`src/rtl/priority_decoder_fifo_if.sv`:
```
// Handshake bundle for priority_decoder_fifo: encoded {v,b} in, one-hot y out, plus status.
// Valid/ready: a transfer happens on a rising edge where both valid and ready are 1;
// valid never waits on ready, and in_ready depends only on registered state.
interface priority_decoder_fifo_if;
  logic [2:0] b;
  logic       v;
  logic       in_valid;
  logic       in_ready;
  logic [7:0] y;
  logic       out_valid;
  logic       out_ready;
  logic       clr_seen;
  logic [7:0] seen;
  logic [7:0] none_cnt;

  modport master (
    output b, v, in_valid, out_ready, clr_seen,
    input  in_ready, y, out_valid, seen, none_cnt
  );

  modport slave (
    input  b, v, in_valid, out_ready, clr_seen,
    output in_ready, y, out_valid, seen, none_cnt
  );
endinterface

```
`src/rtl/priority_decoder_fifo.sv`:
```
// FIFO of encoded {v,b} entries; the head is decoded to one-hot y, with sticky seen
// and a saturating count of popped "no line active" entries.
module priority_decoder_fifo #(
  parameter int DEPTH = 4
) (
  input logic                    clk,
  input logic                    rst,
  priority_decoder_fifo_if.slave bus
);

  localparam int AW = (DEPTH > 1) ? $clog2(DEPTH) : 1;
  localparam logic [AW:0] FULL = DEPTH[AW:0];

  logic [3:0]    mem [DEPTH];
  logic [AW-1:0] wr_ptr;
  logic [AW-1:0] rd_ptr;
  logic [AW:0]   count;
  logic [3:0]    head;
  logic          push;
  logic          pop;
  logic [7:0]    seen_r;
  logic [7:0]    none_r;

  // in_ready looks only at count, so a pop on a full FIFO does not free a slot that cycle.
  assign bus.in_ready  = (count < FULL);
  assign bus.out_valid = (count != '0);
  assign push          = bus.in_valid & bus.in_ready;
  assign pop           = bus.out_valid & bus.out_ready;
  assign head          = mem[rd_ptr];

  always_comb begin
    bus.y = 8'h00;
    if (bus.out_valid && !head[3]) begin
      bus.y = 8'h01 << head[2:0];
    end
  end

  assign bus.seen     = seen_r;
  assign bus.none_cnt = none_r;

  always_ff @(posedge clk) begin
    if (!rst && push) begin
      mem[wr_ptr] <= {bus.v, bus.b};
    end
  end

  // DEPTH is a power of two, so pointers wrap by natural overflow.
  always_ff @(posedge clk) begin
    if (rst) begin
      wr_ptr <= '0;
      rd_ptr <= '0;
      count  <= '0;
    end else begin
      if (push) wr_ptr <= wr_ptr + AW'(1);
      if (pop)  rd_ptr <= rd_ptr + AW'(1);
      case ({push, pop})
        2'b10:   count <= count + 1'b1;
        2'b01:   count <= count - 1'b1;
        default: count <= count;
      endcase
    end
  end

  always_ff @(posedge clk) begin
    if (rst) begin
      seen_r <= 8'h00;
      none_r <= 8'h00;
    end else begin
      seen_r <= (bus.clr_seen ? 8'h00 : seen_r) | (pop ? bus.y : 8'h00);
      if (pop && head[3] && (none_r != 8'hFF)) begin
        none_r <= none_r + 8'h01;
      end
    end
  end

endmodule

```
`src/flat_wrapper.sv`:
```
// flat-port wrapper written by rule: the top's interface ports become plain ports
module priority_decoder_fifo_flat 
#(
  parameter int DEPTH = 4
)
  (clk, rst, bus_b, bus_v, bus_in_valid, bus_out_ready, bus_clr_seen, bus_in_ready, bus_y, bus_out_valid, bus_seen, bus_none_cnt);
  priority_decoder_fifo_if bus_i ();
  input logic clk;
  input logic rst;
  input wire logic [$bits(bus_i.b)-1:0] bus_b;
  input wire logic [$bits(bus_i.v)-1:0] bus_v;
  input wire logic [$bits(bus_i.in_valid)-1:0] bus_in_valid;
  input wire logic [$bits(bus_i.out_ready)-1:0] bus_out_ready;
  input wire logic [$bits(bus_i.clr_seen)-1:0] bus_clr_seen;
  output wire logic [$bits(bus_i.in_ready)-1:0] bus_in_ready;
  output wire logic [$bits(bus_i.y)-1:0] bus_y;
  output wire logic [$bits(bus_i.out_valid)-1:0] bus_out_valid;
  output wire logic [$bits(bus_i.seen)-1:0] bus_seen;
  output wire logic [$bits(bus_i.none_cnt)-1:0] bus_none_cnt;
  assign bus_i.b = bus_b;
  assign bus_i.v = bus_v;
  assign bus_i.in_valid = bus_in_valid;
  assign bus_i.out_ready = bus_out_ready;
  assign bus_i.clr_seen = bus_clr_seen;
  assign bus_in_ready = bus_i.in_ready;
  assign bus_y = bus_i.y;
  assign bus_out_valid = bus_i.out_valid;
  assign bus_seen = bus_i.seen;
  assign bus_none_cnt = bus_i.none_cnt;
  priority_decoder_fifo #(.DEPTH(DEPTH)) u_core (.clk(clk), .rst(rst), .bus(bus_i));
endmodule
```
`config.mk`:
```
export PLATFORM = sky130hd
export DESIGN_NAME = priority_decoder_fifo_flat
export DESIGN_NICKNAME = d
export VERILOG_FILES = /design/src/rtl/priority_decoder_fifo_if.sv /design/src/rtl/priority_decoder_fifo.sv /design/src/flat_wrapper.sv
export SDC_FILE = /design/constraint.sdc
export NUM_CORES = 1
export LEC_CHECK = 0
export CAP_MARGIN = 0
export CELL_PAD_IN_SITES_DETAIL_PLACEMENT = 1
export CELL_PAD_IN_SITES_GLOBAL_PLACEMENT = 1
export CORE_AREA = 5 5 70 72
export CTS_BUF_LIST = sky130_fd_sc_hd__clkbuf_8
export DETAILED_ROUTE_END_ITERATION = 12
export DIE_AREA = 0 0 75 77
export GPL_TIMING_DRIVEN = 0
export HOLD_SLACK_MARGIN = 0.02
export PLACE_DENSITY = 0.91
export SYNTH_ARGS = -nofsm -noshare
export SYNTH_HDL_FRONTEND = slang
export SYNTH_SLANG_ARGS = --single-unit
```
`constraint.sdc`:
```
create_clock -name clk -period 3.7 [get_ports clk]
set_clock_uncertainty 0.2 [all_clocks]
set_input_delay 0.74 -clock clk [delete_from_list [all_inputs] [get_ports clk]]
set_output_delay 0.74 -clock clk [all_outputs]
set_load 0.02 [all_outputs]
```
==> summary.md, run 1 <==
| Metric | Value |
|---|---|
| GR Overflow Total | `0` |
| Sequential-to-total area share from yosys stat | `0.5548` |
| WL met3 | `148 µm` |
| Reg2Reg Launch Point | `u_core.count[0]` |
| Leading area contributor after synthesis | `dfxtp_1` |
| TritonRoute pass-1 iters | `3` |
| Total power | `1.299 mW` |
| Finished Cell Area | `around 0.0023 mm²` |
| Worst reg2reg path depth | `8` |
| Net Sw Frac | `0.3341` |
| Required time worst endpoint | `roughly 2.8 ns` |
| Die Wd | `75 µm` |
| Slew margin rel. | `0.6704` |
| Avg Cell Area, Syn | `11.12 µm²` |
| Post-Route Utilization | `0.5346` |
| CTS Hold Bufs | `0` |
| Yosys warnings | `0` |
| Most instantiated library cell after synthesis | `dfxtp_1` |
| Worst VDD drop | `between 0.3 and 0.4 mV` |
| Wire per inst | `approximately 15 µm` |
| Final hold slack | `about 0.26 ns` |
| Inserted Diodes | `0` |
| Tot GR Track Use | `0.1466` |
| RSZ-0062 raised after global routing | `no` |
| Vias in the first global route | `between 1000 and 1500` |
| Io pins | `35` |
| Net Count, Synth | `around 180` |
| Area growth syn-to-layout | `28.03%` |
| Hold Crit Depth | `2` |
| Vias/cell | `just over 5` |
| CTS sink count | `slightly above 40` |
| Power per cell area | `574.1 mW/mm²` |
| Mapped Area | `0.001768 mm²` |
| Ratio of cells with drive above 1 in the final layout | `0.06468` |
| Least-Margin Pin Slew | `between 0.4 and 0.5 ns` |
| Initial core utilization | `0.4176` |
| Clk Latency, worst-skew pair | `roughly 0.28 ns` |
| Primary FF master, synth | `dfxtp_1` |
| Hold_sp | `u_core.bus.seen[3]` |
| Clock tree buffer depth | `2` |
| H-tree depth | `2` |
| Arrival @ worst endpoint | `approximately 2.5 ns` |
| Inserted Clock Buffers | `5` |
| Crit start category | `flop` |
| Yosys cell types | `29` |
| Worst Hold Path EP | `u_core.bus.seen[3]` |
| Via count | `roughly 1300` |
| Cell Area, Placed | `0.002173 mm²` |
| Slew Limit Fails | `0` |
| Synth top cells by count | `25 x dfxtp_1, 22 x nor2_1, 16 x edfxtp_1, 12 x nand2_1, 12 x o21ai_0` |
| Final-report hold violation count | `0` |
| Antenna violations before repair | `0` |
| Metal2 WL | `around 2.2 mm` |
| Leak | `between 0.8 and 0.9 nW` |
| DRC viols | `0` |
| Endpoints failing setup | `0` |
| P_int | `~0.87 mW` |
| FF+latch count, synth | `a little over 40` |
| Synth area leaders | `dfxtp_1 28%, edfxtp_1 27%, nor2_1 4.7%, ha_1 4.2%, o21ai_0 3.4%` |
| Site Rows | `24` |
| Clk network pwr share | `0.220` |
| Peak Freq | `between 200 and 300 MHz` |
| Final HPWL DP | `just over 3 mm` |
| Yosys top cell area share | `0.2831` |
| Status | `complete, no violations` |
| Post-route ant nets | `0` |
| RePlAce Congestion | `between 0.7 and 0.8` |
| Worst-path clk slew | `approximately 0.070 ns` |
| Post_cts resized | `0` |
| Gate count of the mapped netlist | `159` |
| Reg2Reg Setup Slack | `between 1 and 1.5 ns` |
| Die Y | `just under 80 µm` |
| Port bufs | `34` |
| Final setup TNS | `0 ns` |
| Hold Path Class | `reg2reg` |
| Period minus WS final | `about 3.4 ns` |
| Switch Pwr | `between 0.4 and 0.5 mW` |
| Post-Route M1 WL | `1.517 mm` |
| Final period util | `0.9174` |
| Largest net degree at the start of global routing | `13` |
| Max-cap violations | `0` |
| CTS Root Cell | `clkbuf_8` |
| Worst-path fanout max | `5` |
| Reg power frac | `0.430` |
| Ys async rst share | `0` |
| WS Path Type | `reg2out` |
| Crit end category | `output pin` |
| Total die area | `a little under 0.006 mm²` |
| Highest routed layer | `met4` |
| Final WL | `between 3 and 4 mm` |
| Comb pwr share | `0.350` |
| Nets@finish | `216` |
| Core area | `around 0.0042 mm²` |
| First-pass GRT wire length | `about 6.5 mm` |
| Post-synth EDFFs | `16` |
| Worst reg2reg endpoint | `u_core.count[2]` |
| DR iter-0 viols | `54` |
| Setup Buffers After CTS | `0` |
| CTS tree | `yes` |
[sequential cells by signal, indices dropped and copies added, names as in the netlist, named ones only]
signal	count
u_core.bus.seen	8
u_core.wr_ptr	2
u_core.count	3
u_core.mem	16
u_core.bus.none_cnt	8
u_core.rd_ptr	2
[per-stage QoR]
stage,setup WS (ns),std cells
floorplan,1.162,159
global placement,0.6127,245
detailed placement,0.6023,245
CTS,0.2817,253
global route,0.1863,253
finish,0.3055,253
[layout by cell type, fill, tap and decap left out, drive strengths merged]
master and n:
and2 4, mux4 3, nand3 6, or3 6, nand2 12, clkbuf 7
mux2i 4, inv 11, clkdlybuf4s50 34, fa 1, o21ai 12, nand4 1
ha 6, xor2 4, o31ai 4, a31oi 1, a21oi 9, dfxtp 25
mux2 1, or4 3, buf 3, nand3b 2, edfxtp 16, xnor2 2
nor2 22, nor2b 1, o211ai 1
[layer usage]
layer,up-vias,GRT usage
met3,8,0.03268
met2,23,0.2631
met5,-,0
li1,641,-
met1,626,0.1609
met4,0,0.05872
[layout make-up]
cell class | instances | area [µm²]
inverters | 9 | 33.78
plain buffers | 4 | 30.03
clock inverters | 2 | 7.507
fillers | 475 | 1971
repair buffers | 34 | 340.3
well taps | 52 | 65.06
flip-flops and latches | 41 | 980.9
multi-input cells | 105 | 723.2
clock buffers | 6 | 82.58
[power groups by stage]
stage | clock network (mW) | logic (mW) | registers (mW)
2_1_floorplan | 0 | 0.312 | 0.565
4_1_cts | 0.294 | 0.463 | 0.559
3_5_place_dp | 0 | 0.462 | 0.569
3_3_place_gp | 0 | 0.439 | 0.564
6_report | 0.286 | 0.454 | 0.559
5_1_grt | 0.315 | 0.502 | 0.566
[worst max-delay path, cell delays in order (launching register included)]
cell	delay (ns)
dfxtp_1	0.33
buf_6	0.13
mux4_2	0.57
a31oi_4	0.22
nand3b_1	0.17
nor2_1	0.13
clkdlybuf4s50_1	0.62
[cells by family after synthesis]
| logic type | share of synthesized area |
|---|---|
| simple gates | 0.1536 |
| xor+xnor | 0.02972 |
| compound gates | 0.1005 |
| flops | 0.5548 |
| fa+ha+maj | 0.05379 |
| mux | 0.07148 |
| buf+inv | 0.03609 |
[how the worst max path moves through the flow]
stage	endpoint	cells after the start
6_report	bus_y[3]	6
2_1_floorplan	bus_y[2]	5
3_3_place_gp	bus_y[2]	6
4_1_cts	bus_y[5]	6
3_5_place_dp	bus_y[5]	6
5_1_grt	bus_y[3]	6
(Power assumes the default switching activity.)
==> run 2, diff against run 1 <==
Settings changed: CAP_MARGIN 0 to 20.
==> results of run 2 <==
The final DEF is identical to that of run 1; final timing and power are the same.
